File: src/rtl/pipe_skid_stage.sv
// Parametrised pipeline-stage register with valid/ready handshake and a 2-entry skid buffer.
// The input and output flags decode straight from the state register, so backpressure never ripples combinationally upstream.
module pipe_skid_stage #(
    parameter int                DATA_W = 96,
    parameter logic [DATA_W-1:0] BUBBLE = {64'h0, 32'h0000_0033}
) (
    input  logic              clk,
    input  logic              rstn,
    input  logic              in_valid,
    output logic              in_ready,
    input  logic [DATA_W-1:0] in_data,
    output logic              out_valid,
    input  logic              out_ready,
    output logic [DATA_W-1:0] out_data,
    input  logic              stall,
    input  logic              flush,
    output logic [1:0]        occupancy
);

    localparam logic [1:0] ST_EMPTY = 2'd0;
    localparam logic [1:0] ST_ONE   = 2'd1;
    localparam logic [1:0] ST_FULL  = 2'd2;

    logic [1:0]        state_r;
    logic [1:0]        state_nxt_s;
    logic [DATA_W-1:0] head_r;
    logic [DATA_W-1:0] head_nxt_s;
    logic [DATA_W-1:0] skid_r;
    logic [DATA_W-1:0] skid_nxt_s;
    logic              acc_s;
    logic              rel_s;

    // Handshake qualifiers; flush and stall suppress both sides.
    always_comb begin
        acc_s = in_valid & in_ready & ~stall & ~flush;
        rel_s = out_valid & out_ready & ~stall & ~flush;
    end

    // Next-state and storage update; flush dominates stall, stall dominates handshakes.
    always_comb begin
        state_nxt_s = state_r;
        head_nxt_s  = head_r;
        skid_nxt_s  = skid_r;
        if (flush) begin
            state_nxt_s = ST_EMPTY;
            head_nxt_s  = BUBBLE;
            skid_nxt_s  = BUBBLE;
        end else if (stall) begin
            state_nxt_s = state_r;
        end else begin
            case (state_r)
                ST_EMPTY: begin
                    if (acc_s) begin
                        state_nxt_s = ST_ONE;
                        head_nxt_s  = in_data;
                    end else begin
                        state_nxt_s = ST_EMPTY;
                    end
                end
                ST_ONE: begin
                    if (acc_s && !rel_s) begin
                        state_nxt_s = ST_FULL;
                        skid_nxt_s  = in_data;
                    end else if (acc_s && rel_s) begin
                        head_nxt_s  = in_data;
                    end else if (rel_s) begin
                        state_nxt_s = ST_EMPTY;
                        head_nxt_s  = BUBBLE;
                    end else begin
                        state_nxt_s = ST_ONE;
                    end
                end
                ST_FULL: begin
                    if (rel_s) begin
                        state_nxt_s = ST_ONE;
                        head_nxt_s  = skid_r;
                        skid_nxt_s  = BUBBLE;
                    end else begin
                        state_nxt_s = ST_FULL;
                    end
                end
                default: begin
                    // Illegal encoding: recover to a clean empty stage.
                    state_nxt_s = ST_EMPTY;
                    head_nxt_s  = BUBBLE;
                    skid_nxt_s  = BUBBLE;
                end
            endcase
        end
    end

    // State and storage registers.
    always_ff @(posedge clk or negedge rstn) begin
        if (!rstn) begin
            state_r <= ST_EMPTY;
            head_r  <= BUBBLE;
            skid_r  <= BUBBLE;
        end else begin
            state_r <= state_nxt_s;
            head_r  <= head_nxt_s;
            skid_r  <= skid_nxt_s;
        end
    end

    // Output decode from registered state only.
    always_comb begin
        in_ready  = (state_r != ST_FULL);
        out_valid = (state_r != ST_EMPTY);
        if (out_valid) begin
            out_data = head_r;
        end else begin
            out_data = BUBBLE;
        end
        case (state_r)
            ST_EMPTY: occupancy = 2'd0;
            ST_ONE:   occupancy = 2'd1;
            ST_FULL:  occupancy = 2'd2;
            default:  occupancy = 2'd0;
        endcase
    end

endmodule

File: config.mk
export PLATFORM = sky130hd
export DESIGN_NAME = pipe_skid_stage
export DESIGN_NICKNAME = d
export VERILOG_FILES = /design/src/rtl/pipe_skid_stage.sv
export SDC_FILE = /design/constraint.sdc
export NUM_CORES = 1
export LEC_CHECK = 0
export CORE_ASPECT_RATIO = 0.5
export CORE_MARGIN = 10
export CORE_UTILIZATION = 55
export CTS_CLUSTER_SIZE = 25
export DETAILED_ROUTE_END_ITERATION = 8
export DONT_BUFFER_PORTS = 1
export GPL_TIMING_DRIVEN = 0
export PLACE_DENSITY = 0.7
export SKIP_LAST_GASP = 1
export SYNTH_ARGS = -nofsm -noshare
export SYNTH_HDL_FRONTEND = slang
export SYNTH_SLANG_ARGS = --single-unit
File: constraint.sdc
create_clock -name clk -period 2.25 [get_ports clk]
set_clock_uncertainty 0.1 [all_clocks]
set_input_delay 0.45 -clock clk [delete_from_list [all_inputs] [get_ports clk]]
set_output_delay 0.45 -clock clk [all_outputs]
set_load 0.01 [all_outputs]
==> summary.txt <==
Timing
  – Post-layout min period: between 2000 and 2500 ps
  – Final Cycle Share: 103%
  – Hold slack final: -394 ps
  – Hold Fails Final Rpt: between 150 and 200
  – Final setup margin: -66.5 ps
  – Final setup viols: 31
  – RSZ-0062 raised after global routing: yes
  – Final slew viol count: 0
  – Rel. slew slack: ~62%
  – Slew @ Worst Pin: 560 ps
  – Max Freq: ~430 MHz

Logic synthesis
  – EDFF count, synth: 0
  – Post-synth net total: ~1100
  – Seq cells post-synth: 194
  – Post-synthesis mux area share: a little under a fifth
  – Post-Synthesis Cells: between 900 and 1000
  – Synth Cell Area: about 11000 um2
  – Post-synthesis simple-gate area fraction: 10.2%
  – Synth Area in Adders: 0%
  – Mean post-synth cell area: 10.7 um2
  – Yosys warnings: 0
  – Main combinational cell family by area after synthesis: multiplexers
  – Synth Area in Compound Gates: between 15 and 20%
  – XOR/XNOR share of the synthesized area: 0%
  – Async SR Flop Fraction: between 90% and 100%
  – Distinct cells, synth: 30
  – Sequential area share after synthesis: a little under half
  – Top_reg_cell synth: dfrtp_1

Routing
  – Via density: slightly below 6
  – Detailed-route via count: around 7400
  – Drt first pass iters: 5
  – Final WL: between 20000 and 30000 um
  – Antenna Nets Post-Route: 0
  – WL/cell: 21.7 um
  – Initial DRC Count: about 580
  – # DRC: 0

Critical path
  – CP required: around 1700 ps
  – R2R cell count: 8
  – CP delay by family, top: simple AND/OR/NAND/NOR gates
  – Crit-path max FO: 10
  – Crit path largest cell delay: 470 ps
  – Crit path DAT: 1770 ps
  – CP max-delay cell: dfrtp_2
  – CP bufs+invs: 2
  – WS Path Type: reg -> out
  – CP Launch Type: flop
  – R2r setup slk: roughly 160 ps
  – FF-to-FF End: head_r[91]
  – Reg2Reg Launch Point: state_r[0]
  – Endpoint class of the critical path: output pin
  – Cell chain of the critical path: or2_4, buf_12, clkbuf_16, and2_4

Floorplanning
  – IO Count: about 200
  – Core ar.: approximately 19000 um2
  – Row Count: 35
  – Die Y-Extent: ~120 um
  – Die ar.: 25400 um2
  – Die X: about 220 um
  – Starting density of the core: a little under three fifths

Global route
  – Initial antenna violation count: 0
  – Pin count of the biggest net entering global routing: 195
  – Met2 GRT Util: 35.3%
  – Busiest grt layer: met2
  – First-pass GRT wire length: 44700 um
  – Met3 Use GR: 6.44%
  – Grt ovf: 0
  – M1 GR Usage: roughly 28%
  – Vias in the first global route: 7702
  – GRT Total Usage: a little over a fifth

Finish
  – Finished Cell Area: approximately 12000 um2
  – Non-filler instance count after layout: between 1000 and 1500
  – NumNets Final: between 1000 and 1500
  – Share of cells above drive strength 1: between 10% and 20%
  – Area Growth Syn to Fin: 11.0%
  – Most frequent cells in the layout: mux2i_1 (185), dfrtp_1 (185), inv_1 (100)

Clock network
  – CTS tree: yes
  – Total CTS buffers: 17
  – H-tree depth: 4
  – Root Buffer: clkbuf_16
  – Clock Pin Slew Worst Setup and Hold Paths: 70 ps
  – CTS max path bufs: 2
  – Clk_lat worst skew: around 440 ps
  – Sinks on the clock net: a little under 200

Pwr
  – Static Leak: 5.09 nW
  – Total power: between 0.007 and 0.008 W
  – Maximum vdd drop: approximately 0.00045 V
  – PwrDens: between 600 and 700 nW/um2

Status
  – Outcome: finished, violations left
  – Failing checks: negative hold slack, negative setup slack

Placement
  – Area post-placement: approximately 11000 um2
  – DP HPWL: approximately 19000 um
  – Dpl cells: 1241
  – Port Buf Inserts: 0
  – Gpl congestion: approximately 0.82

Flow run
  – Max Cap Viol: 0

Hold path
  – Hold Path Class: in -> async
-- cells in the mapped netlist, types with 2 or more instances --
cell / count / area [um2]
and2_1: 92 / 576
dfstp_2: 8 / 210
o211ai_1: 2 / 15.0
mux2i_1: 185 / 1850
a21oi_1: 4 / 20.0
nor2_1: 3 / 11.3
o2bb2ai_1: 92 / 806
mux2_2: 4 / 45.0
nand2b_1: 3 / 18.8
inv_1: 100 / 375
clkbuf_1: 21 / 78.8
or3_1: 5 / 31.3
dfrtp_1: 186 / 4650
a22oi_1: 8 / 60.1
nand2_1: 99 / 372
a22o_1: 92 / 806
nor2b_1: 2 / 12.5
a2bb2oi_1: 2 / 17.5
buf_6: 19 / 214
buf_4: 16 / 120
buf_2: 24 / 120
buf_1: 7 / 26.3
-- metal layers --
layer | routed length, um | part of all wire [%]
met5 | 0 | 0
met1 | 12400 | 45
met2 | 13300 | 48
met4 | 295 | 1.1
met3 | 1730 | 6.2
-- registers in the layout (all words and copies together) (netlist names) --
name and cells:
head_r 96, skid_r 96, state_r 2
-- cell families (layout without fill, tap and decap cells) --
logic type,count (synthesis),count (layout)
mux,189,189
flops,194,194
compound gates,203,203
other cells,0,1
buf+inv,187,223
simple gates,209,209
-- stage by stage --
| stage | TNS, ps | utilization [%] | worst slack, ps |
|---|---|---|---|
| final | -1640 | 62.8 | -66.5 |
| after global routing | -4750 | 62.8 | -116 |
| after CTS | -3400 | 62.6 | -98.8 |
| after detailed placement | -20220 | 58.4 | -471 |
| after global placement | -12230 | 58.4 | -384 |
| after floorplan | 0 | - | 330 |
-- power breakdown --
group          internal (W)  switching (W)  total [W]
registers           0.00367      0.0000963    0.00377
clock network       0.00173        0.00135    0.00308
logic              0.000429       0.000558   0.000987
total               0.00583        0.00201    0.00784
-- repair_timing --
item / CTS / global route
pin swaps: 1 / 1
buffers inserted: 4 / 2
endpoints found under the hold margin: 194 / 194
gates cloned: 1 / 0
resized for setup: 62 / 8
setup endpoints to repair: 97 / 156
-- area by class of cell --
class,instances,area [um2]
clock buffer,24,482
multi-input combinational,601,4810
antenna,1,2.50
timing repair buffer,7,58.8
inverter,100,375
tap,259,324
fill,1595,6900
sequential,194,4870
buffer,84,641
clock inverter,8,105
-- worst max path at each step --
| stage | from | to | depth (start not counted) |
|---|---|---|---|
| after floorplan | state_r[1] | out_data[90] | 6 |
| after global placement | state_r[1] | out_data[90] | 6 |
| after detailed placement | state_r[1] | out_data[90] | 6 |
| after CTS | state_r[0] | out_data[84] | 5 |
| after global routing | state_r[1] | out_data[83] | 4 |
| final | state_r[1] | out_data[83] | 4 |
Note: power is estimated with default switching activity, not from simulation.
==> RTL edit 1: new RTL, same flow settings <==
Set the parameter `DATA_W` to 104 (it was 96).
--- a/src/rtl/pipe_skid_stage.sv
+++ b/src/rtl/pipe_skid_stage.sv
@@ -2,5 +2,5 @@
 // The input and output flags decode straight from the state register, so backpressure never ripples combinationally upstream.
 module pipe_skid_stage #(
-    parameter int                DATA_W = 96,
+    parameter int                DATA_W = 104,
     parameter logic [DATA_W-1:0] BUBBLE = {64'h0, 32'h0000_0033}
 ) (
Ports: changed (resized in_data and out_data); port bits go from 202 to 218. The function was not compared with the original's and may differ.
==> RTL edit 1 against the original RTL <==
- highest routed layer unchanged
- final area rose by 17%
- setup slack better by 0.052 ns
- hold slack lost 0.070 ns
- sequential power rose by 8.5%
- core utilization is 6.4 points higher
- total power increased by 14%
- wire length increased by 20%
- the flow still finishes with violations (hold timing, setup timing)
- synthesized area increased by 7.2%
- sequential cell count grew 16
- largest power group unchanged
- critical path depth is the same
- non-clock buffer count grew 108
- largest cell class is now multi-input combinational cells
==> RTL edit 1: results (changes against the original RTL) <==
* Outcome: finished, violations left
- The final reports fail on hold timing, setup timing.
* Biggest cell delay along the critical path: 0.39 ns (-0.08 ns)
- Yosys cell types: 32 (+6.7%)
* First-pass GRT wire length: 53200 µm (+19%)
* Total half-perimeter wirelength after legalization and detailed placement: 21600 µm (+11%)
* Violation count after the first detailed-routing iteration: 867 (+50%)
- Sequential share of the synthesized area: 46.7% (+0.43 points)
- Worst-case reg-to-reg path depth: 6 (-2)
- The number of filler instances in the final layout was 1535 (-3.8%).
* Min setup slack post-route: -0.0141 ns (+0.0524 ns)
* Setup TNS: -0.102 ns (+1.54 ns)
- Placed cell area: 11600 µm² (+7.1%)
- Count of placed standard cells including taps: 1430 (+15%)
- The via count of the first global-routing pass is 9562 (+24%).
* Hold Vio Cnt, Final: 210 (+8.2%)
- Hold slack final: -0.464 ns (-0.0704 ns)
- Maximum level of the CTS H-tree: 1 (-3)
* Vias per cell: 5.76 (-0.71%)
- Post-DR wirelength/cell: 21.2 µm (-2.2%)
- Total area of multi-input combinational cells: 5280 µm² (+9.8%)
- The number of CTS-inserted buffers was 20 (+3).
* Clock insertion delay at the later pin of the skew report: 0.51 ns (+0.07 ns)
- Final setup violation count: 24 (-23%)
- Number of diodes: 0 (-1)
- Maximum number of pins on one net before global-route repair: 211 (+8.2%)
- The post-route non-filler standard cell count was 1572 (+23%).
- Compound-gate portion of the synthesized area: 13.8% (-2.8 points)
## RTL edit 1: cell count changes after synthesis, moves of 8 or more
cell,unedited run,this run
mux2i_1,185,201
nor2_1,3,103
nand2_1,99,110
clkbuf_1,21,34
and2_1,92,101
a22o_1,92,0
o2bb2ai_1,92,100
dfrtp_1,186,202
a21oi_1,4,102
buf_2,24,34
inv_1,100,113
## RTL edit 1: repair_timing
item	in CTS	in global routing
endpoints found under the hold margin	312	211
pin swaps	1	1
buffers inserted	5	1
hold buffers	102	1
gates cloned	0	2
endpoints found under the setup margin	106	154
resized for setup	89	34
## RTL edit 1: logic make-up after synthesis
family	after synthesis
flops	210
simple gates	325
compound gates	224
buf+inv	204
mux	201
## RTL edit 1: worst register-to-register path, cell delays in order (launching register included)
cell and delay [ns]:
dfrtp_1 0.38, buf_4 0.13, inv_1 0.21, nand2_1 0.11
a31oi_2 0.48, clkbuf_1 0.50, o2bb2ai_1 0.18
## RTL edit 1: layout make-up
class,instances,share of cell area (%)
clock buffer,29,4.28
timing repair buffer,111,8.03
buffer,88,4.55
multi-input combinational,750,38.6
tap,266,2.43
clock inverter,5,0.549
inverter,113,3.10
sequential,210,38.5
## RTL edit 1: power groups by stage
| stage | logic (mW) | registers [mW] | clock network (mW) |
|---|---|---|---|
| floorplan | 0.811 | 4.12 | 0 |
| global placement | 1.01 | 4.14 | 0 |
| detailed placement | 1.05 | 4.15 | 0 |
| CTS | 1.29 | 4.09 | 3.56 |
| global route | 1.45 | 4.11 | 3.73 |
| finish | 1.32 | 4.09 | 3.52 |
## RTL edit 1: routing by layer
layer	part of all wire [%]	GRT usage, %	vias to the layer above
met4	2.9	7.47	0
met3	6.7	6.01	65
met1	42	30.2	4547
met2	48	40.6	277
met5	0	0	-
li1	-	-	4172
## RTL edit 1: worst paths after layout
check | endpoint | startpoint | slack (ns)
max | out_data[87] | state_r[0] | -0.01
min | head_r[30] | rstn | -0.46
max reg2reg | head_r[72] | state_r[1] | 0.06
min reg2reg | skid_r[4] | skid_r[4] | 0.37
max in group asynchronous | skid_r[91] | rstn | 2.07
min in group clk | skid_r[54] | in_data[54] | 0.01
==> RTL edit 2: new RTL, same flow settings <==
Made on the original files. Make the reset (`rstn`) synchronous in one clocked block.
--- a/src/rtl/pipe_skid_stage.sv
+++ b/src/rtl/pipe_skid_stage.sv
@@ -91,5 +91,5 @@
 
     // State and storage registers.
-    always_ff @(posedge clk or negedge rstn) begin
+    always_ff @(posedge clk) begin
         if (!rstn) begin
             state_r <= ST_EMPTY;
Behaviour: not the same (a bounded check fails within 4 cycles, from zero or initial values and one cycle with rstn low; the reset may be asserted at any time).
==> RTL edit 2 against the original RTL <==
- cell count grew 24%
- wire length up 9.7%
- combinational power down 42%
- sequential cell count unchanged
- final area shrank 0.24%
- total power shrank 10%
- sequential share of layout area down 8.3 points
- setup slack better by 0.089 ns
- non-clock buffer count increased by 24
- via count grew 22%
- sequential power decreased by 8.0%
- core utilization shrank 0.73 points
- synthesized area is 1.7% higher
- synthesized cell count rose by 33%
==> RTL edit 2: results (changes against the original RTL) <==
- The via count of the first global-routing pass is 8917 (+16%).
- RePlAce Congestion: 0.826 (+1.1%)
- Worst IR drop on VDD: 0.527 mV (+16%)
- Outcome: complete, no violations
- In this run the critical register-to-register path is launched from state_r[1].
- The fraction of registers with async set or reset after synthesis is 0% (-100 points).
- Maximum number of pins on one net before global-route repair: 20 (-90%)
- The largest individual stage delay along the critical path comes from the cell dfxtp_4.
- Post-DR wirelength/cell: 19.1 µm (-12%)
- Number of diodes: 0 (-1)
* Number of nets produced by synthesis: 1406 (+30%)
* Synth top cells by count: nand2_1 (370), mux2i_1 (283), dfxtp_1 (194)
- The first-pass GRT wire length came to 48000 µm (+7.4%).
* WL met3: 2200 µm (+27%)
* Proportion of synthesized area in mux cells: 26.5% (+8.4 points)
- The post-CTS setup buffer count was 3 (-1).
- The post-placement setup slack is -0.807 ns (-0.336 ns).
- The met2 layer usage reported by global route came to 37.5% (+2.2 points).
- Count of filler cells inserted in the layout: 1731 (+8.5%)
- Total half-perimeter wirelength after legalization and detailed placement: 22400 µm (+15%)
- Met1 routing resource usage after global routing: 27.9% (-0.41 points)
- Met3 demand-to-capacity share in global routing: 6.47% (+0.027 points)
- Sequential share of the synthesized area: 36.3% (-10 points)
* Yosys cell types: 32 (+6.7%)
* Count of placed standard cells including taps: 1563 (+26%)
* Post-synthesis average cell area: 8.20 µm² (-23%)
- Crit Reg-Reg Endpoint: head_r[37]
- Routed met1 length: 13200 µm (+6.7%)
-- RTL edit 2: changes by cell type after synthesis, moves of 7 or more --
cell and delta:
buf_6 -14, dfstp_2 -8, o32ai_1 +92, dfrtp_1 -186
clkbuf_1 +64, nor2_1 +20, nand2_1 +271, dfxtp_1 +194
a22o_1 -92, mux2i_1 +98, buf_4 -11, o2bb2ai_1 -92
a22oi_1 -7
-- RTL edit 2: final cells by class --
class | instances | area, µm² | share of cell area, %
buffer | 112 | 538 | 4.62
clock buffer | 21 | 450 | 3.87
clock inverter | 11 | 106 | 0.914
inverter | 94 | 353 | 3.03
multi-input combinational | 897 | 5950 | 51.1
sequential | 194 | 3890 | 33.4
tap | 259 | 324 | 2.78
timing repair buffer | 3 | 22.5 | 0.194
-- RTL edit 2: report_power, final --
group / internal (mW) / switching, mW / total [mW]
sequential: 3.46 / 0.0133 / 3.47
clock: 1.57 / 1.40 / 2.97
combinational: 0.208 / 0.367 / 0.576
